===== src/rtl/serdes_reset_seq_if.sv =====
// Control/status bundle between the SERDES reset sequencer and the rPLL/CLKDIV/OSER10 video path.
interface serdes_reset_seq_if;
  logic       pll_lock;
  logic       sw_restart;
  logic       pll_reset;
  logic       clkdiv_resetn;
  logic       oser_reset;
  logic       video_resetn;
  logic       ready;
  logic [2:0] state;
  logic [7:0] lock_loss_cnt;

  modport master (
    input  pll_lock, sw_restart,
    output pll_reset, clkdiv_resetn, oser_reset, video_resetn, ready, state, lock_loss_cnt
  );

  modport slave (
    output pll_lock, sw_restart,
    input  pll_reset, clkdiv_resetn, oser_reset, video_resetn, ready, state, lock_loss_cnt
  );
endinterface


===== src/rtl/serdes_reset_seq.sv =====
// DVI/HDMI output-path reset sequencer: PLL -> CLKDIV -> OSER10 -> pixel domain, with lock supervision.
// Optional WAIT_LOCK watchdog is built only when SERDES_SEQ_WATCHDOG_EN is defined.
module serdes_reset_seq #(
  parameter int PLL_RST_CYCLES      = 32,
  parameter int LOCK_STABLE_CYCLES  = 1024,
  parameter int DIV_SETTLE_CYCLES   = 16,
  parameter int OSER_HOLD_CYCLES    = 8,
  parameter int LOCK_TIMEOUT_CYCLES = 65536
) (
  input  logic               clk,
  input  logic               resetn,
  serdes_reset_seq_if.master sif
);

  typedef enum logic [2:0] {
    S_PLL_RST     = 3'd0,
    S_WAIT_LOCK   = 3'd1,
    S_LOCK_STABLE = 3'd2,
    S_DIV_RST     = 3'd3,
    S_OSER_RST    = 3'd4,
    S_RUN         = 3'd5
  } state_e;

  localparam logic [15:0] PLL_RST_LAST = 16'(PLL_RST_CYCLES - 1);
  localparam logic [15:0] STABLE_LAST  = 16'(LOCK_STABLE_CYCLES - 1);
  localparam logic [15:0] DIV_LAST     = 16'(DIV_SETTLE_CYCLES - 1);
  localparam logic [15:0] OSER_LAST    = 16'(OSER_HOLD_CYCLES - 1);

`ifdef SERDES_SEQ_WATCHDOG_EN
  localparam logic [15:0] TIMEOUT_LAST = 16'(LOCK_TIMEOUT_CYCLES - 1);
`else
  // Timeout parameter stays in the parameter list so both builds share one instantiation.
  if (LOCK_TIMEOUT_CYCLES > 0) begin : g_no_watchdog
  end
`endif

  logic [1:0]  lock_pipe;
  logic        lock_s;
  logic [2:0]  state_q, state_d;
  logic [15:0] cnt_q, cnt_d;
  logic [7:0]  loss_q;
  logic        loss_inc;
  logic        pll_reset_q, clkdiv_resetn_q, oser_reset_q, video_resetn_q, ready_q;

  // Lock from a PLL held in reset is meaningless, so the synchronizer is flushed in PLL_RST;
  // the 2-cycle sync latency then applies afresh after every PLL release.
  always_ff @(posedge clk or negedge resetn) begin
    if (!resetn)                 lock_pipe <= '0;
    else if (state_q == S_PLL_RST) lock_pipe <= '0;
    else                         lock_pipe <= {lock_pipe[0], sif.pll_lock};
  end
  assign lock_s = lock_pipe[1];

  always_ff @(posedge clk or negedge resetn) begin
    if (!resetn) begin
      state_q <= S_PLL_RST;
      cnt_q   <= '0;
    end else begin
      state_q <= state_d;
      cnt_q   <= cnt_d;
    end
  end

  always_comb begin
    state_d  = state_q;
    loss_inc = 1'b0;
    case (state_q)
      S_PLL_RST: begin
        if (cnt_q == PLL_RST_LAST) state_d = S_WAIT_LOCK;
      end
      S_WAIT_LOCK: begin
        if (lock_s) state_d = S_LOCK_STABLE;
`ifdef SERDES_SEQ_WATCHDOG_EN
        else if (cnt_q == TIMEOUT_LAST) begin
          state_d  = S_PLL_RST;
          loss_inc = 1'b1;
        end
`endif
      end
      S_LOCK_STABLE: begin
        if (!lock_s)                   state_d = S_WAIT_LOCK;
        else if (cnt_q == STABLE_LAST) state_d = S_DIV_RST;
      end
      S_DIV_RST: begin
        if (!lock_s) begin
          state_d  = S_PLL_RST;
          loss_inc = 1'b1;
        end else if (cnt_q == DIV_LAST) state_d = S_OSER_RST;
      end
      S_OSER_RST: begin
        if (!lock_s) begin
          state_d  = S_PLL_RST;
          loss_inc = 1'b1;
        end else if (cnt_q == OSER_LAST) state_d = S_RUN;
      end
      S_RUN: begin
        if (!lock_s) begin
          state_d  = S_PLL_RST;
          loss_inc = 1'b1;
        end
      end
      default: state_d = S_PLL_RST;
    endcase
    // Software restart overrides the target but never masks a concurrent loss count.
    if (sif.sw_restart && (state_q != S_PLL_RST)) state_d = S_PLL_RST;
    cnt_d = (state_d != state_q) ? 16'd0 : cnt_q + 16'd1;
  end

  // Outputs decode the next state so they move on the same edge as the state register.
  always_ff @(posedge clk or negedge resetn) begin
    if (!resetn) begin
      loss_q          <= '0;
      pll_reset_q     <= 1'b1;
      clkdiv_resetn_q <= 1'b0;
      oser_reset_q    <= 1'b1;
      video_resetn_q  <= 1'b0;
      ready_q         <= 1'b0;
    end else begin
      if (loss_inc && (loss_q != 8'hFF)) loss_q <= loss_q + 8'd1;
      pll_reset_q     <= (state_d == S_PLL_RST);
      clkdiv_resetn_q <= (state_d inside {S_DIV_RST, S_OSER_RST, S_RUN});
      oser_reset_q    <= !(state_d inside {S_OSER_RST, S_RUN});
      video_resetn_q  <= (state_d == S_RUN);
      ready_q         <= (state_d == S_RUN);
    end
  end

  assign sif.pll_reset     = pll_reset_q;
  assign sif.clkdiv_resetn = clkdiv_resetn_q;
  assign sif.oser_reset    = oser_reset_q;
  assign sif.video_resetn  = video_resetn_q;
  assign sif.ready         = ready_q;
  assign sif.state         = state_q;
  assign sif.lock_loss_cnt = loss_q;

endmodule


===== src/flat_wrapper.sv =====
// flat-port wrapper written by rule: the top's interface ports become plain ports
module serdes_reset_seq_flat 
#(
  parameter int PLL_RST_CYCLES      = 32,
  parameter int LOCK_STABLE_CYCLES  = 1024,
  parameter int DIV_SETTLE_CYCLES   = 16,
  parameter int OSER_HOLD_CYCLES    = 8,
  parameter int LOCK_TIMEOUT_CYCLES = 65536
)
  (clk, resetn, sif_pll_lock, sif_sw_restart, sif_pll_reset, sif_clkdiv_resetn, sif_oser_reset, sif_video_resetn, sif_ready, sif_state, sif_lock_loss_cnt);
  serdes_reset_seq_if sif_i ();
  input  logic clk;
  input  logic resetn;
  input wire logic [$bits(sif_i.pll_lock)-1:0] sif_pll_lock;
  input wire logic [$bits(sif_i.sw_restart)-1:0] sif_sw_restart;
  output wire logic [$bits(sif_i.pll_reset)-1:0] sif_pll_reset;
  output wire logic [$bits(sif_i.clkdiv_resetn)-1:0] sif_clkdiv_resetn;
  output wire logic [$bits(sif_i.oser_reset)-1:0] sif_oser_reset;
  output wire logic [$bits(sif_i.video_resetn)-1:0] sif_video_resetn;
  output wire logic [$bits(sif_i.ready)-1:0] sif_ready;
  output wire logic [$bits(sif_i.state)-1:0] sif_state;
  output wire logic [$bits(sif_i.lock_loss_cnt)-1:0] sif_lock_loss_cnt;
  assign sif_i.pll_lock = sif_pll_lock;
  assign sif_i.sw_restart = sif_sw_restart;
  assign sif_pll_reset = sif_i.pll_reset;
  assign sif_clkdiv_resetn = sif_i.clkdiv_resetn;
  assign sif_oser_reset = sif_i.oser_reset;
  assign sif_video_resetn = sif_i.video_resetn;
  assign sif_ready = sif_i.ready;
  assign sif_state = sif_i.state;
  assign sif_lock_loss_cnt = sif_i.lock_loss_cnt;
  serdes_reset_seq #(.PLL_RST_CYCLES(PLL_RST_CYCLES), .LOCK_STABLE_CYCLES(LOCK_STABLE_CYCLES), .DIV_SETTLE_CYCLES(DIV_SETTLE_CYCLES), .OSER_HOLD_CYCLES(OSER_HOLD_CYCLES), .LOCK_TIMEOUT_CYCLES(LOCK_TIMEOUT_CYCLES)) u_core (.clk(clk), .resetn(resetn), .sif(sif_i));
endmodule

===== config.mk =====
export PLATFORM = sky130hd
export DESIGN_NAME = serdes_reset_seq_flat
export DESIGN_NICKNAME = d
export VERILOG_FILES = /design/src/rtl/serdes_reset_seq_if.sv /design/src/rtl/serdes_reset_seq.sv /design/src/flat_wrapper.sv
export SDC_FILE = /design/constraint.sdc
export NUM_CORES = 1
export LEC_CHECK = 0
export BUFFER_PORTS_ARGS = -buffer_cell sky130_fd_sc_hd__buf_2
export CAP_MARGIN = 20
export CORE_MARGIN = 2
export CORE_UTILIZATION = 35
export CTS_BUF_LIST = sky130_fd_sc_hd__clkbuf_4 sky130_fd_sc_hd__clkbuf_8 sky130_fd_sc_hd__clkbuf_16
export CTS_CLUSTER_SIZE = 24
export DETAILED_ROUTE_END_ITERATION = 10
export PLACE_DENSITY_LB_ADDON = 0.15
export SLEW_MARGIN = 30
export SYNTH_ARGS = -nofsm -noshare
export SYNTH_HDL_FRONTEND = slang
export SYNTH_SLANG_ARGS = --single-unit

===== constraint.sdc =====
create_clock -name clk -period 6.6 [get_ports clk]
set_input_delay 1.32 -clock clk [delete_from_list [all_inputs] [get_ports clk]]
set_output_delay 1.32 -clock clk [all_outputs]
set_load 0.05 [all_outputs]

# Yosys cells after proc, flatten, opt, wreduce, memory -nomap -nowiden
# Cells that the tools add are included.
# Widths: inputs -> output; s select.
# word_totals
reg_bits	33
in_bits	4
# classes
add_sub_neg	2
n_eq_ne	14
muxes	15
n_reduce_logical	9
# ops
operator	n
$mux 3	10
$pmux 3 s6	1
$add 16x1->16 const B	1
$eq 16x10->1 const B	1
$eq 16x3->1 const B	1
$eq 16x4->1 const B	1
$eq 16x5->1 const B	1
$mux 16	1
$eq 3x3->1 const B	4
$eq 3x2->1 const B	3
$add 8x1->8 const B	1
$ne 8x8->1 const B	1
$logic_not 3->1	2
$reduce_bool 3->1	2
$eq 3x1->1 const B	1
$ne 3x3->1	1
$reduce_or 3->1	1
$logic_and 1x1->1	2
$mux 1	2
$mux 2	1
$reduce_bool 2->1	1
$logic_not 1->1	1

# Longest topological paths before layout
# Gate-level depths: netlist of run 1.
# depth
ltp_word	8
depth_mapped	7
ltp_nobuf	7

# Least setup slack after synthesis of run 1
# OpenSTA, ideal clock, no wires.
# synth_timing
kind	input-to-reg
startpoint	input sif_sw_restart
endpoint	register u_core.cnt_q[10]
setup_time_ns	0.079
t_arrival_ns	2.526
required_ns	6.521
slack_ns	3.994
cell_stages	5
n_path_buf	1
path_cell_list	nand2b_1 a211oi_1 clkbuf_1 o211ai_1 mux2i_1
# synth_between
elab_chain_cells	4
# synth_lines
element	line	rtl
start: declaration	flat_wrapper.sv:15	input wire logic [$bits(sif_i.sw_restart)-1:0] sif_sw_restart;
$logic_and 1x1->1	serdes_reset_seq.sv:105	if (sif.sw_restart && (state_q != S_PLL_RST)) state_d = S_PLL_RST;
$mux 3	serdes_reset_seq.sv:105	
$ne 3x3->1	serdes_reset_seq.sv:106	cnt_d = (state_d != state_q) ? 16'd0 : cnt_q + 16'd1;
$mux 16	serdes_reset_seq.sv:106	
net u_core.cnt_d[10]	serdes_reset_seq.sv:40	logic [15:0] cnt_q, cnt_d;
end signal: assignment	serdes_reset_seq.sv:60	cnt_q <= cnt_d;
end: declaration	serdes_reset_seq.sv:40	
# The timed path passes the listed nets, and every way through them passes these cells.
# A chain may end at the register's enable or synchronous reset.

# Worst setup path in the final report of run 1
# layout_timing
startpoint	register u_core.state_q[0] (netlist: u_core.sif.state[0])
endpoint	output sif_state[0]
# layout_rtl
element	line	rtl
start: declaration	serdes_reset_seq.sv:39	logic [2:0] state_q, state_d;
start signal: assignment	serdes_reset_seq.sv:59	state_q <= state_d;
end: declaration	flat_wrapper.sv:21	output wire logic [$bits(sif_i.state)-1:0] sif_state;
# No word-level cell between the ends.

==> impl_metrics.json, run 1 <==
{
  "yosys.area_share.simple_pct": 21.3,
  "rsz0062_at_grt": "no",
  "synth-xor-area-share_pct": 9.70,
  "end_kind": "primary output",
  "post_cts_resized": 0,
  "grt_overflow": 0,
  "root_buffer": "clkbuf_8",
  "start_util_pct": 36.6,
  "ctsLongestPathBuffers": 2,
  "synth_top_family_by_area": "simple AND/OR/NAND/NOR gates",
  "stdcell_area_mm2": 0.00216,
  "cts_buffers": 5,
  "place_ws_ns": 3.29,
  "num_vias": 1459,
  "synthAdderAreaFrac_pct": 1.32,
  "wirelength_mm": 4.10,
  "ff_latch_area_um2": 828,
  "drv_slew": 0,
  "clk_pin_slew_ns": 0.07,
  "cts_tree": "done",
  "die_h_um": 77.6,
  "yosysUniqueCellTypes": 47,
  "layout-drive-gt1-share_pct": 20.2,
  "finalWorstSetupSlack_ns": 3.67,
  "cp.required_ns": 5.28,
  "tightest_slew_ns": 0.886,
  "synth_warnings": 0,
  "synth_top_flop_cell": "dfrtp_1",
  "antenna_found_initial": 0,
  "synthesis.instances": 184,
  "ioPinCount": 20,
  "gr-max-usage-layer": "met2",
  "finalPower_mw": 0.407,
  "hold_viol": 0,
  "post-route-period-util_pct": 44.4,
  "multi_input_area_um2": 998,
  "grt.total_usage_pct": 15.0,
  "slew_headroom_pct": 41.0,
  "syn_avg_cell_area_um2": 10.3,
  "hold_class": "reg2reg",
  "critPathKind": "reg2out",
  "cp-start-kind": "flop",
  "synth_edf_count": 0,
  "async_flop_share_pct": 100,
  "viasPerCell": 5.34,
  "gr-usage-met1_pct": 21.1,
  "path_cells": "buf_2",
  "synth_top_area_share_pct": 40.9,
  "slowest_delay_ns": 0.92,
  "synth_top_area_cell": "dfrtp_1",
  "first_iter_violations": 65,
  "crit_slowest_cell": "dfrtp_1",
  "seq_area_frac_synth_pct": 43.7,
  "critical-path-top-delay-family": "flip-flops",
  "dieArea_mm2": 0.00602,
  "crit_arrival_ns": 1.61,
  "power_density_mw_per_mm2": 188,
  "grt_max_degree": 34,
  "synth.mux.area_fraction_pct": 4.29,
  "synth.cell_area_mm2": 0.00190,
  "use_met2_pct": 22.9,
  "cts_hold_buffers": 0,
  "antenna_left": 0,
  "synth_compound_area_share_pct": 15.8,
  "syn_nets": 190,
  "htree_levels": 2,
  "grt_pass1_vias": 1452,
  "post_cts_buffers": 0,
  "rows": 26,
  "ys_seq_elements": 33,
  "route.detailed.drc": 0,
  "whs_ns": 0.469,
  "place_area_mm2": 0.00204,
  "port-buffer-count": 19,
  "status": "finished, final reports clean",
  "syn_to_final_growth_pct": 14.2,
  "met3_usage_pct": 3.72,
  "dp_hpwl_mm": 2.88,
  "place.gp.congestion": 0.749,
  "core_mm2": 0.00517,
  "max_freq_ghz": 0.341,
  "skew_ns": 0.00254,
  "antenna_cells": 0,
  "n_fill_cell": 511,
  "setup-tns-final_ns": 0,
  "die_w_um": 77.6,
  "crit_buf_inv": 1,
  "post_drt_wl_per_cell_um": 15.0,
  "fin_crit_ns": 2.93,
  "leakagePower_nw": 0.899,
  "drv_cap": 0,
  "clk-insertion-delay-late_ns": 0.28,
  "synthTopCellsByArea": "dfrtp_1, xnor2_1, o211ai_1",
  "finalSetupViolations": 0,
  "finalNetCount": 208,
  "drt_first_pass_iters": 5,
  "cp_max_fo": 27,
  "clock-sinks": 33,
  "grt_pass1_wl_mm": 7.20,
  "ir_drop_mv": 0.0823
}
[metal layers]
| metal | vias up | routed length, um |
|---|---|---|
| met5 | - | 0 |
| met4 | 0 | 46 |
| met3 | 5 | 121 |
| met2 | 16 | 1930 |
| met1 | 718 | 2000 |
| li1 | 720 | - |
[where the power goes]
group          total (mW)  internal (mW)  switching [mW]
logic             0.00474       0.000803         0.00394
clock network       0.200          0.123          0.0772
registers           0.202          0.202               0
[layout make-up]
| type | instances | share of cell area, % |
|---|---|---|
| well taps | 70 | 4.05 |
| multi-input cells | 136 | 46.1 |
| repair buffers | 20 | 4.74 |
| flip-flops and latches | 33 | 38.3 |
| clock buffers | 6 | 3.82 |
| inverters | 6 | 1.27 |
| clock inverters | 2 | 1.73 |
[through the flow]
step / cells / utilization (%)
6_report: 273 / 41.8
3_5_place_dp: 265 / 39.5
5_1_grt: 273 / 41.8
3_3_place_gp: 265 / 39.5
2_1_floorplan: 184 / -
4_1_cts: 273 / 41.8
[synth_stat cells, types with 2 or more instances]
master,number
dfrtp_1,31
nor2_1,14
xnor2_1,13
o211ai_1,10
a211oi_1,9
nand2_1,8
xor2_1,8
clkbuf_1,7
mux2i_1,7
nor3_1,7
nand3_1,6
nand4_1,6
inv_1,5
o21ai_0,5
and3_1,4
nand2b_1,3
nor2b_1,3
nor4_1,3
or3_1,3
dfstp_2,2
ha_1,2
nor3b_2,2
or4_1,2
[state kept, by name (all words and copies together) (netlist names)]
name,flops
u_core.lock_pipe,2
u_core.sif.lock_loss_cnt,8
u_core.sif.clkdiv_resetn,1
u_core.sif.oser_reset,1
u_core.sif.video_resetn,1
u_core.sif.state,3
u_core.sif.pll_reset,1
u_core.cnt_q,16
[logic make-up after synthesis]
| family | Yosys count |
|---|---|
| and+or+nand+nor | 68 |
| AOI/OAI and AO/OA | 37 |
| DFF | 33 |
| xor gates and xnor gates | 21 |
| buffers and inverters | 15 |
| muxes | 8 |
| adders and majority gates | 2 |
[cells in the final DEF, fill, tap and decap left out, types with 3 or more instances in the layout]
cell and count:
o211ai_1 10, clkbuf_8 6, nor3_1 7, nand3_1 6, o21ai_0 5, inv_1 5, or3_1 3, nand2_1 8
dfrtp_1 31, nand2b_1 3, nor2b_1 3, nand4_1 6, and3_1 4, buf_2 19, xor2_1 8, nor4_1 3
a211oi_1 9, mux2i_1 7, nor2_1 14, xnor2_1 13
[final timing paths]
path                            slack, ns  cells past startpoint                 endpoint           startpoint
max in group asynchronous            5.06                      1         u_core.cnt_q[10]               resetn
worst max register to register       3.89                      6          u_core.cnt_q[7]  u_core.sif.state[0]
worst min-delay path                 0.47                      1      u_core.lock_pipe[1]  u_core.lock_pipe[0]
min in group asynchronous            1.09                      1  u_core.sif.video_resetn               resetn
worst min register to register       0.47                      1      u_core.lock_pipe[1]  u_core.lock_pipe[0]
worst max-delay path                 3.67                      1             sif_state[0]  u_core.sif.state[0]
No activity file was read; power rests on OpenSTA's default activity.
==> run 2: changes to the inputs <==
==> constraint.sdc (replaced) <==
create_clock -name clk -period 2.37 [get_ports clk]
set_input_delay 0.474 -clock clk [delete_from_list [all_inputs] [get_ports clk]]
set_output_delay 0.474 -clock clk [all_outputs]
set_load 0.05 [all_outputs]
==> run 2 against run 1 <==
First-iteration DRC count increased by 55%. Power rose to 2.8 times the previous value. Core utilization increased by 4.2 points. Routed wire length grew 11%. Clock skew is 0.0056 ns higher. Worst hold slack worse by 0.23 ns. Critical path type is now reg2reg. Largest cell class unchanged.
==> impl_metrics.json, run 2 (synthesis gave the netlist of run 1 again) <==
{
  "power_density_mw_per_mm2": 476,
  "multi_input_area_mm2": 0.00102,
  "finalPower_mw": 1.13,
  "viasPerCell": 5.41,
  "finalNetCount": 234,
  "grt.total_usage_pct": 15.9,
  "antenna_cells": 0,
  "layout_commonest_cell": "dfrtp_1",
  "whs_ns": 0.241,
  "regToRegStartpoint": "u_core.cnt_q[12]",
  "rows": 26,
  "die_w_um": 77.6,
  "fin_util_pct": 46.1,
  "grt_pass1_vias": 1606,
  "final_cells": 299,
  "cts_tree": "done",
  "die_h_um": 77.6,
  "status": "finished, final reports clean",
  "dp_hpwl_mm": 3.17,
  "crit_slowest_cell": "or4_4",
  "leakagePower_nw": 1.03,
  "stdcell_area_mm2": 0.00238,
  "tightest_slew_ns": 0.736,
  "fin_crit_ns": 2.31,
  "p_sw_share_pct": 19.9,
  "final_cell_mix": "dfrtp_1, buf_4, buf_2",
  "layout-drive-gt1-share_pct": 31.4,
  "drv_slew": 0,
  "first_iter_violations": 101,
  "place_area_mm2": 0.00219,
  "cts_hold_buffers": 0,
  "path_cells": "or4_4 > or3_4 > a211oi_4 > o31ai_4 > buf_4 > a221oi_2",
  "critical-path-top-delay-family": "simple AND/OR/NAND/NOR gates",
  "slowest_delay_ns": 0.58,
  "post_drt_wl_per_cell_um": 15.2,
  "grt_max_degree": 34,
  "hold_viol": 0,
  "skew_ns": 0.00813,
  "ff2ff_setup_slack_ns": 0.06,
  "wirelength_mm": 4.55,
  "switchingPower_mw": 0.226,
  "dieArea_mm2": 0.00602,
  "power_frac_comb_pct": 1.2,
  "htree_levels": 2,
  "clock-sinks": 33,
  "grt_pass1_wl_mm": 7.61,
  "crit_arrival_ns": 2.50,
  "setup-tns-final_ns": 0,
  "max_flop_register": "u_core.cnt_q",
  "largest_reg_flops": 16,
  "antenna_left": 0,
  "finalWorstSetupSlack_ns": 0.0605,
  "place_ws_ns": -0.0836,
  "antenna_found_initial": 0,
  "num_vias": 1617,
  "post-route-period-util_pct": 97.4,
  "hold_class": "in2async",
  "ir_drop_mv": 0.231,
  "place_inst": 285,
  "ctsLongestPathBuffers": 2,
  "n_fill_cell": 481,
  "cp.required_ns": 2.56,
  "grt_overflow": 0,
  "crit_end": "u_core.cnt_q[4]",
  "pwr-share-seq_pct": 49.7,
  "crit_cells": 6,
  "cp-startpoint": "u_core.cnt_q[12]",
  "drt_first_pass_iters": 4,
  "max_freq_ghz": 0.433,
  "internal_power_mw": 0.907,
  "drv_cap": 0,
  "r2r_cells": 6,
  "clk-insertion-delay-late_ns": 0.29,
  "crit_buf_inv": 1,
  "cp-start-kind": "flop",
  "root_buffer": "clkbuf_8",
  "finalSetupViolations": 0,
  "ioPinCount": 20,
  "rsz0062_at_grt": "no",
  "place.gp.congestion": 0.848,
  "start_util_pct": 36.6,
  "syn_to_final_growth_pct": 25.7,
  "cts_buffers": 5,
  "route.detailed.drc": 0,
  "end_kind": "flop",
  "p_clk_share_pct": 49.1,
  "slew_headroom_pct": 50.9,
  "port-buffer-count": 19,
  "cp_max_fo": 4,
  "r2r-end": "u_core.cnt_q[4]",
  "critPathKind": "reg2reg",
  "core_mm2": 0.00517,
  "ff_latch_area_um2": 830,
  "clk_pin_slew_ns": 0.07
}
==> run 2: changes by cell type in the layout (fill, tap and decap cells not counted) <==
cell and delta:
buf_4 +26, a211oi_1 -4, a211oi_2 +4, a21oi_1 +1, a21oi_2 -1, dfrtp_1 -1, dfrtp_2 +1, or3_1 -1
or3_4 +1
==> run 2: worst min path at each step <==
stage | slack (ns) | cells past startpoint | endpoint | startpoint
floorplan | 0.18 | 0 | u_core.cnt_q[0] | resetn
global placement | 0.45 | 1 | u_core.lock_pipe[1] | u_core.lock_pipe[0]
detailed placement | 0.47 | 1 | u_core.lock_pipe[1] | u_core.lock_pipe[0]
CTS | 0.28 | 1 | u_core.sif.lock_loss_cnt[6] | resetn
global route | 0.30 | 1 | u_core.sif.lock_loss_cnt[6] | resetn
finish | 0.24 | 1 | u_core.sif.lock_loss_cnt[6] | resetn
==> run 2: what timing repair did <==
action,CTS,global route
gates resized for setup,1,4
pin swaps,2,2
cloned,0,0
setup buffers,4,3
setup endpoints to repair,9,7
==> run 2: layer usage <==
| layer | global-route usage, % | share of wire [%] |
|---|---|---|
| met5 | 0 | 0 |
| met2 | 25.1 | 48 |
| met4 | 6.79 | 1.4 |
| met1 | 21.0 | 47 |
| met3 | 3.26 | 3.5 |
==> run 2: area by class of cell <==
| cell class | count | area share [%] |
|---|---|---|
| inverter | 6 | 1.16 |
| clock inverter | 2 | 1.58 |
| sequential | 33 | 34.8 |
| multi-input combinational | 136 | 42.8 |
| tap | 70 | 3.68 |
| timing repair buffer | 46 | 12.5 |
| clock buffer | 6 | 3.47 |
==> run 2: power groups by stage <==
stage / clock, mW / combinational, mW / sequential [mW]
2_1_floorplan: 0 / 0.000518 / 0.574
3_3_place_gp: 0 / 0.0143 / 0.574
3_5_place_dp: 0 / 0.0150 / 0.574
4_1_cts: 0.569 / 0.0150 / 0.563
5_1_grt: 0.601 / 0.0164 / 0.563
6_report: 0.557 / 0.0136 / 0.563
